--- src/rtl/nand_page_writer.sv ---
// nand_page_writer: programs one buffered page into an x16 NAND (0x80, address, data, 0x10, status poll).
// Define NAND_RB_TIMEOUT_EN to abandon WAIT_RB with fail=1 after RbTimeout cycles.
module nand_page_writer #(
  parameter int DataWidth = 16,
  parameter int PageDepth = 2048,
  parameter int RbTimeout = 65535
) (
  input  logic                 clk,
  input  logic                 rst,
  input  logic                 start,
  input  logic [23:0]          row_addr,
  output logic                 busy,
  output logic                 done,
  output logic                 fail,
  output logic                 cntrl_sel,
  output logic                 cntrl_re,
  input  logic [DataWidth-1:0] cntrl_out,
  input  logic                 buf_cntrl_status,
  output logic                 nand_ce_n,
  output logic                 nand_cle,
  output logic                 nand_ale,
  output logic                 nand_we_n,
  output logic                 nand_re_n,
  output logic [DataWidth-1:0] nand_io_out,
  output logic                 nand_io_oe,
  input  logic [DataWidth-1:0] nand_io_in,
  input  logic                 nand_rb_n
);
  localparam int DataCyc = 2 * PageDepth + 2;
  localparam int CntBig = DataCyc > RbTimeout ? DataCyc : RbTimeout;
  localparam int CntMax = CntBig > 15 ? CntBig : 15;
  localparam int CW = $clog2(CntMax + 1);
  localparam logic [CW-1:0] AddrLast = CW'(9);
  localparam logic [CW-1:0] DataLast = CW'(DataCyc - 1);
  localparam logic [CW-1:0] DataRd = CW'(2 * PageDepth);
  localparam logic [CW-1:0] TwbEnd = CW'(4);
`ifdef NAND_RB_TIMEOUT_EN
  localparam logic [CW-1:0] RbLast = CW'(RbTimeout - 1);
`endif

  typedef enum logic [3:0] {IDLE, CMD1, ADDR, DATA, CMD2, WAIT_RB, CMD_ST, READ_ST, DONE} state_e;

  state_e state_q, state_d;
  logic [CW-1:0] cnt_q, cnt_d;
  logic [23:0] row_q, row_d;
  logic cmp_q, cmp_d, fail_q, fail_d;
  logic busy_q, busy_d, done_q, done_d, sel_q, sel_d, re_q, re_d;
  logic ce_n_q, ce_n_d, cle_q, cle_d, ale_q, ale_d, we_n_q, we_n_d, re_n_q, re_n_d, oe_q, oe_d;
  logic [DataWidth-1:0] io_q, io_d;
  logic [7:0] addr_byte, bus_byte;
  logic unused_io;

  assign unused_io = ^nand_io_in[DataWidth-1:1];

  always_ff @(posedge clk) begin
    if (rst) begin
      state_q <= IDLE;
      cnt_q <= '0;
      row_q <= '0;
      cmp_q <= 1'b0;
      fail_q <= 1'b0;
      busy_q <= 1'b0;
      done_q <= 1'b0;
      sel_q <= 1'b0;
      re_q <= 1'b0;
      ce_n_q <= 1'b1;
      cle_q <= 1'b0;
      ale_q <= 1'b0;
      we_n_q <= 1'b1;
      re_n_q <= 1'b1;
      oe_q <= 1'b0;
      io_q <= '0;
    end else begin
      state_q <= state_d;
      cnt_q <= cnt_d;
      row_q <= row_d;
      cmp_q <= cmp_d;
      fail_q <= fail_d;
      busy_q <= busy_d;
      done_q <= done_d;
      sel_q <= sel_d;
      re_q <= re_d;
      ce_n_q <= ce_n_d;
      cle_q <= cle_d;
      ale_q <= ale_d;
      we_n_q <= we_n_d;
      re_n_q <= re_n_d;
      oe_q <= oe_d;
      io_q <= io_d;
    end
  end

  always_comb begin
    state_d = state_q;
    row_d = row_q;
    cmp_d = cmp_q;
    fail_d = fail_q;
    case (state_q)
      IDLE: if (start) begin
        state_d = CMD1;
        row_d = row_addr;
        cmp_d = 1'b0;
        fail_d = 1'b0;
      end
      CMD1: state_d = cnt_q[0] ? ADDR : CMD1;
      ADDR: state_d = cnt_q == AddrLast ? DATA : ADDR;
      DATA: begin
        cmp_d = cmp_q | buf_cntrl_status;
        if (cnt_q == DataLast) begin
          state_d = cmp_d ? CMD2 : DONE;
          fail_d = !cmp_d;
        end
      end
      CMD2: state_d = cnt_q[0] ? WAIT_RB : CMD2;
      WAIT_RB: begin
        if (cnt_q >= TwbEnd && nand_rb_n) state_d = CMD_ST;
`ifdef NAND_RB_TIMEOUT_EN
        else if (cnt_q == RbLast) begin
          state_d = DONE;
          fail_d = 1'b1;
        end
`endif
      end
      CMD_ST: state_d = cnt_q[0] ? READ_ST : CMD_ST;
      READ_ST: if (cnt_q[0]) begin
        state_d = DONE;
        fail_d = nand_io_in[0];
      end
      DONE: state_d = IDLE;
      default: state_d = IDLE;
    endcase
    cnt_d = (state_d != state_q || state_q == IDLE) ? '0 : cnt_q + 1'b1;
`ifndef NAND_RB_TIMEOUT_EN
    // only tWB needs counting here, so the counter parks at 4
    if (state_q == WAIT_RB && state_d == WAIT_RB && cnt_q == TwbEnd) cnt_d = cnt_q;
`endif
  end

  // outputs are decoded from the upcoming state so they line up with it once registered
  always_comb begin
    busy_d = state_d != IDLE;
    ce_n_d = state_d == IDLE;
    done_d = state_d == DONE;
    sel_d = state_d == DATA;
    re_d = sel_d && !cnt_d[0] && cnt_d < DataRd;
    cle_d = state_d inside {CMD1, CMD2, CMD_ST};
    ale_d = state_d == ADDR;
    oe_d = cle_d || ale_d || (sel_d && cnt_d >= CW'(2));
    we_n_d = !(oe_d && !cnt_d[0]);
    re_n_d = state_d != READ_ST;
    addr_byte = cnt_d[3:1] == 3'd2 ? row_q[7:0] :
                cnt_d[3:1] == 3'd3 ? row_q[15:8] :
                cnt_d[3:1] == 3'd4 ? row_q[23:16] : 8'h00;
    bus_byte = state_d == CMD1 ? 8'h80 :
               state_d == CMD2 ? 8'h10 :
               state_d == CMD_ST ? 8'h70 : addr_byte;
    io_d = (cle_d || ale_d) ? DataWidth'(bus_byte) :
           !sel_d ? '0 :
           (state_q == DATA && cnt_q[0]) ? cntrl_out : io_q;
  end

  assign busy = busy_q;
  assign done = done_q;
  assign fail = fail_q;
  assign cntrl_sel = sel_q;
  assign cntrl_re = re_q;
  assign nand_ce_n = ce_n_q;
  assign nand_cle = cle_q;
  assign nand_ale = ale_q;
  assign nand_we_n = we_n_q;
  assign nand_re_n = re_n_q;
  assign nand_io_oe = oe_q;
  assign nand_io_out = io_q;
endmodule

--- config.mk ---
export PLATFORM = sky130hd
export DESIGN_NAME = nand_page_writer
export DESIGN_NICKNAME = d
export VERILOG_FILES = /design/src/rtl/nand_page_writer.sv
export SDC_FILE = /design/constraint.sdc
export NUM_CORES = 1
export LEC_CHECK = 0
export BUFFER_PORTS_ARGS = -buffer_cell sky130_fd_sc_hd__clkbuf_2
export CORE_UTILIZATION = 48
export DETAILED_ROUTE_END_ITERATION = 8
export PLACE_DENSITY = 0.87
export SYNTH_ARGS = -nofsm -noshare
export SYNTH_HDL_FRONTEND = slang
export SYNTH_SLANG_ARGS = --single-unit
--- constraint.sdc ---
create_clock -name clk -period 2.63 [get_ports clk]
set_input_delay 0.263 -clock clk [delete_from_list [all_inputs] [get_ports clk]]
set_output_delay 0.263 -clock clk [all_outputs]
set_load 0.05 [all_outputs]
# Word-level counts from Yosys, hierarchy flattened
# Cells that the tools add are included.
# word_totals
latchBits	0
n_memories	0
ram_bits	0
mem_bits_ro	0
input_bits	61
wordCells	99
regBits	72
# op_classes
n_lt_le_gt_ge	3
eq_ne	26
multipliers	0
n_shift	0
bitwise_logic	2
reduce_logical	24
div_mod_pow	0
n_mux	26
n_addsub	1
# ops
cell	n
8-bit 2-to-1 mux	9
16-bit 2-to-1 mux	2
4-bit one-hot mux with 8 select lines	1
4-bit by 3-bit == test with 1-bit output (second input constant)	7
4-bit 2-to-1 mux	5
16-bit by 1-bit adder with 16-bit output (second input constant)	1
16-bit by 13-bit == test with 1-bit output (second input constant)	1
16-bit by 3-bit == test with 1-bit output (second input constant)	1
16-bit by 4-bit == test with 1-bit output (second input constant)	1
4-bit by 2-bit == test with 1-bit output (second input constant)	4
16-bit by 2-bit >= comparator with 1-bit output (second input constant)	1
16-bit by 3-bit >= comparator with 1-bit output (second input constant)	1
16-bit by 13-bit < comparator with 1-bit output (second input constant)	1
4-bit by 1-bit == test with 1-bit output (second input constant)	2
1-bit logical AND	8
4-bit zero test	2
3-bit by 2-bit == test with 1-bit output (second input constant)	2
1-bit 2-to-1 mux	6
2-bit != test (second input constant)	3
3-bit nonzero test	2
4-bit == test (second input constant)	1
4-bit by 3-bit != test with 1-bit output (second input constant)	1
4-bit != test	1
2-bit AND reduction	2
other kinds (13)	17

# Depth between registers and ports, before layout
# logic_depth
depth_word	16
depth_mapped	11

# Least setup slack after synthesis
# OpenSTA, ideal clock, no wires.
# synth_timing
path_type	register to register
from	register cnt_q[1]
to	register io_q[3] (netlist: nand_io_out[3])
n_path_buf	1
setup_slack_ns	0.032
path_stages_with_launch	9
period_less_slack_ns	2.598
setup_ns	0.095
arrival_time_ns	2.503
path_cell_list	dfxtp_1 ha_1 clkbuf_1 or2_2 a211o_1 a21boi_0 nand2_1 a2111o_1 a221oi_1
# synth_between
elab_chain_len	16
word_cells_on_any_way	36
# synth_rtl
element	line_no	rtl
from (decl)	44	logic [CW-1:0] cnt_q, cnt_d;
from (signal assigned)	75	cnt_q <= cnt_d;
16-bit by 3-bit >= comparator with 1-bit output	116	if (cnt_q >= TwbEnd && nand_rb_n) state_d = CMD_ST;
1-bit logical AND	116	
4-bit 2-to-1 mux	116	
4-bit one-hot mux with 8 select lines	98	case (state_q)
4-bit != test / 4-bit by 3-bit == test with 1-bit output (equally long branches)	132, 135	
1-bit logical OR / 1-bit logical AND (equally long branches)	132, 135	
16-bit 2-to-1 mux / 1-bit logical AND (equally long branches)	132, 135	
16-bit 2-to-1 mux	135	if (state_q == WAIT_RB && state_d == WAIT_RB && cnt_q == TwbEnd) cnt_d = cnt_q;
3-bit == test	153	cnt_d[3:1] == 3'd4 ? row_q[23:16] : 8'h00;
8-bit 2-to-1 mux	153	
8-bit 2-to-1 mux	152	cnt_d[3:1] == 3'd3 ? row_q[15:8] :
8-bit 2-to-1 mux	151	addr_byte = cnt_d[3:1] == 3'd2 ? row_q[7:0] :
8-bit 2-to-1 mux	156	state_d == CMD_ST ? 8'h70 : addr_byte;
8-bit 2-to-1 mux	155	state_d == CMD2 ? 8'h10 :
8-bit 2-to-1 mux	154	bus_byte = state_d == CMD1 ? 8'h80 :
8-bit 2-to-1 mux	157	io_d = (cle_d || ale_d) ? DataWidth'(bus_byte) :
to (signal assigned)	89	io_q <= io_d;
to (decl)	49	logic [DataWidth-1:0] io_q, io_d;
# Parallel ways exist; a longest one is shown, timed or not.
# A chain may end at the register's enable or synchronous reset.

# Final worst setup path
# layout_timing
from	register cnt_q[9]
to	register io_q[5] (netlist: nand_io_out[5])
# The elaborated chain is that of the path after synthesis.

==> impl_metrics.toml <==
[run_status]
outcome = "finished clean"

[finish]
insertedDiodeCount = 0
post-route-util_pct = 64.81
final_common_cell = "nand2_1"
layout_common_cells = "nand2_1 (91), clkbuf_2 (72), dfxtp_1 (69)"
synthToLayoutAreaGrowth_pct = 29.17
drive_above_1_share_pct = 31.72
fin_nets = 640
fin_area_um2 = 4726
nFillCells = 620

[sta]
finalSetupViolations = 0
relSlewSlack_pct = 43.74
worst_clock_skew_ps = 9.981
period_needed_ps = 2588
min_period_over_period_pct = 98.40
tns_ps = 0
hold_violations = 0
fmax_mhz = 386.4
report.final.slew_viol_count = 0
worst_pin_slew_ps = 841.8

[yosys]
ys_seq_area_share_pct = 39.40
synth-edff-count = 0
synth_xor_xnor_area_share_pct = 2.873
synth_top_family_by_area = "simple AND/OR/NAND/NOR gates"
yosysTopAreaCellShare_pct = 39.40
syn_nets = 534
synth_simple_gate_area_share_pct = 29.86
synth_flop_cell = "dfxtp_1"
yosys_warnings = 0
muxShareOfSynthArea_pct = 0.5814
async_flop_share_pct = 0
netlist_instances = 470
syn_avg_cell_area_um2 = 7.784
synth_compound_area_share_pct = 21.03
synthAdderAreaFrac_pct = 1.026
syn_area_um2 = 3659
synth-seq-cells = 72
synth.distinct_cells = 65
synth_area_leaders = "dfxtp_1 (39%), nand2_1 (9.5%), a21oi_1 (5.6%), nor2_1 (4.5%), o21ai_0 (3.3%)"
yosysTopAreaCell = "dfxtp_1"

[place]
portBuffers = 72
place_area_um2 = 4350
place_congestion = 0.8938
dp_hpwl_um = 7338

[clocking]
clkSlewWorstSetupHoldPaths_ps = 80
htreeDepth = 3
cts_root_buf = "clkbuf_8"
cts_made_buffers = 9
clk-insertion-delay-late_ps = 360
cts_tree = "done"
clock-sinks = 72
clockBufferDepth = 2

[critical_path]
critPathMaxFanout = 6
critPathKind = "reg -> reg"
critPathArrivalTime_ps = 2850
worst-r2r-cell-count = 10
r2r-end = "nand_io_out[5]$_SDFFE_PP0P_"
required_ps = 2890
worstSetupEndpointType = "register"
start_kind = "register"
reg2reg_from = "cnt_q[9]$_SDFF_PP0_"
regToRegSetupSlack_ps = 40

[route]
num_vias = 3945
vias_per_cell = 5.810
drtIter0Drc = 351
first_pass_iters = 6
wl_per_cell_um = 15.64
routed_wl_um = 10620
drc = 0
ant_nets = 0

[die]
coreArea_um2 = 7292
dieArea_um2 = 7975
rows = 31
initial_core_util_pct = 50.17
die_w_um = 89.31
fp.dieH_um = 89.31
pin_count = 88

[grt]
grtUsageTotal_pct = 26.28
grt_pass1_vias = 3517
grt_overflow = 0
grt_pass1_wl_um = 15900
grt_max_degree = 33
antenna_found_initial = 0

[power]
p_clk_share_pct = 36.8
ir_worst_vdd_v = 0.0004287
switching_share_pct = 28.11
power_frac_seq_pct = 48.0
p_int_w = 0.001735
combPwrFrac_pct = 15.1
p_leak_nw = 1.858
p_sw_w = 0.0006782
powerDensity_nw_per_um2 = 510.6

[worst_hold_path]
min_from = "row_addr[3]"
min_path_type = "in -> reg"
hold_depth = 3
hold_path_end = "row_q[3]$_SDFFE_PP0P_"

[run]
maxCapViolCount = 0
-- Yosys cell counts (all sizes together), types with 5 or more instances --
cell type / instances
buf: 8
o21a: 5
a221oi: 6
o21ai: 24
inv: 15
nor2b: 11
xor2: 5
a21oi: 42
dfxtp: 72
clkbuf: 21
xnor2: 7
nor4: 5
or3: 6
nor2: 45
nor3: 15
nand3: 14
nand4: 11
nand2: 93
-- metal layers --
| metal | vias up | share of wire [%] | GRT usage (%) | wire [µm] |
|---|---|---|---|---|
| met5 | - | 0 | 0 | 0 |
| li1 | 1859 | - | - | - |
| met2 | 223 | 49 | 44.48 | 5209 |
| met1 | 1812 | 40 | 31.84 | 4243 |
| met4 | 0 | 3.8 | 12.70 | 401 |
| met3 | 51 | 7.2 | 5.540 | 765 |
-- power by group through the flow --
stage / registers, W / logic (W) / clock network, W
after CTS: 0.00116 / 0.000336 / 0.000884
after detailed placement: 0.00118 / 0.000329 / 0
after global placement: 0.00118 / 0.000321 / 0
after floorplan: 0.00122 / 0.000168 / 0
after global routing: 0.00116 / 0.000397 / 0.000935
final: 0.00116 / 0.000365 / 0.000889
-- worst max path at each step --
stage | start | end | slack [ps] | depth (start not counted)
floorplan | cnt_q[1]$_SDFF_PP0_ | nand_io_out[3]$_SDFFE_PP0P_ | 30 | 8
global placement | cnt_q[8]$_SDFF_PP0_ | nand_io_out[0]$_SDFFE_PP0P_ | 20 | 8
detailed placement | cnt_q[8]$_SDFF_PP0_ | nand_io_out[0]$_SDFFE_PP0P_ | -140 | 8
CTS | cnt_q[10]$_SDFF_PP0_ | nand_io_out[0]$_SDFFE_PP0P_ | -20 | 7
global route | cnt_q[10]$_SDFF_PP0_ | nand_io_out[4]$_SDFFE_PP0P_ | -70 | 9
finish | cnt_q[9]$_SDFF_PP0_ | nand_io_out[5]$_SDFFE_PP0P_ | 40 | 10
-- metrics by stage --
step	hold WS [ps]	instances	power (W)	setup slack, ps
3_3_place_gp	441.2	656	0.001501	20.01
3_5_place_dp	445.6	656	0.001512	-139.2
4_1_cts	116.1	672	0.002378	-22.89
6_report	112.1	679	0.002413	41.98
2_1_floorplan	399.0	470	0.001390	32.14
5_1_grt	112.9	679	0.002494	-73.71
-- kinds of logic (layout without fill, tap and decap cells) --
kind of cell / after synthesis / after routing
buffers and inverters: 44 / 154
AO/OA/AOI/OAI: 114 / 114
adder cells (fa/ha/maj): 3 / 3
multiplexers: 2 / 2
AND/OR/NAND/NOR: 223 / 223
XOR/XNOR: 12 / 12
flip-flops: 72 / 72
-- critical path: stages (launching register included) --
cell and delay (ps):
dfxtp_2 360, or4_4 570, nor4_4 270, buf_4 180, a21oi_2 80, a21oi_4 200, buf_4 140, buf_4 100
o21ai_0 60, a21o_2 230, a221oi_1 300
-- registers in the layout, summed over array words and instances, names as in the netlist --
register,flops
busy,1
cmp_q,1
cnt_q,16
cntrl_re,1
cntrl_sel,1
done,1
fail,1
nand_ale,1
nand_ce_n,1
nand_cle,1
nand_io_oe,1
nand_io_out,16
nand_re_n,1
nand_we_n,1
row_q,24
state_q,4
-- timing repair --
action | CTS | global route
endpoints found under the hold margin | 0 | 0
gates resized for setup | 4 | 29
setup endpoints to repair | 7 | 25
buffers inserted | 1 | 7
pin swaps | 2 | 17
hold buffers | 0 | 0
-- area by class of cell --
type / instances / area [µm²] / area share [%]
multi-input cells: 354 / 2143 / 45.35
flip-flops and latches: 72 / 1445 / 30.58
repair buffers: 124 / 763.2 / 16.15
clock buffers: 10 / 137.6 / 2.912
well taps: 99 / 123.9 / 2.621
clock inverters: 5 / 56.30 / 1.191
inverters: 15 / 56.30 / 1.191
Power figures use the tool's default switching activity.
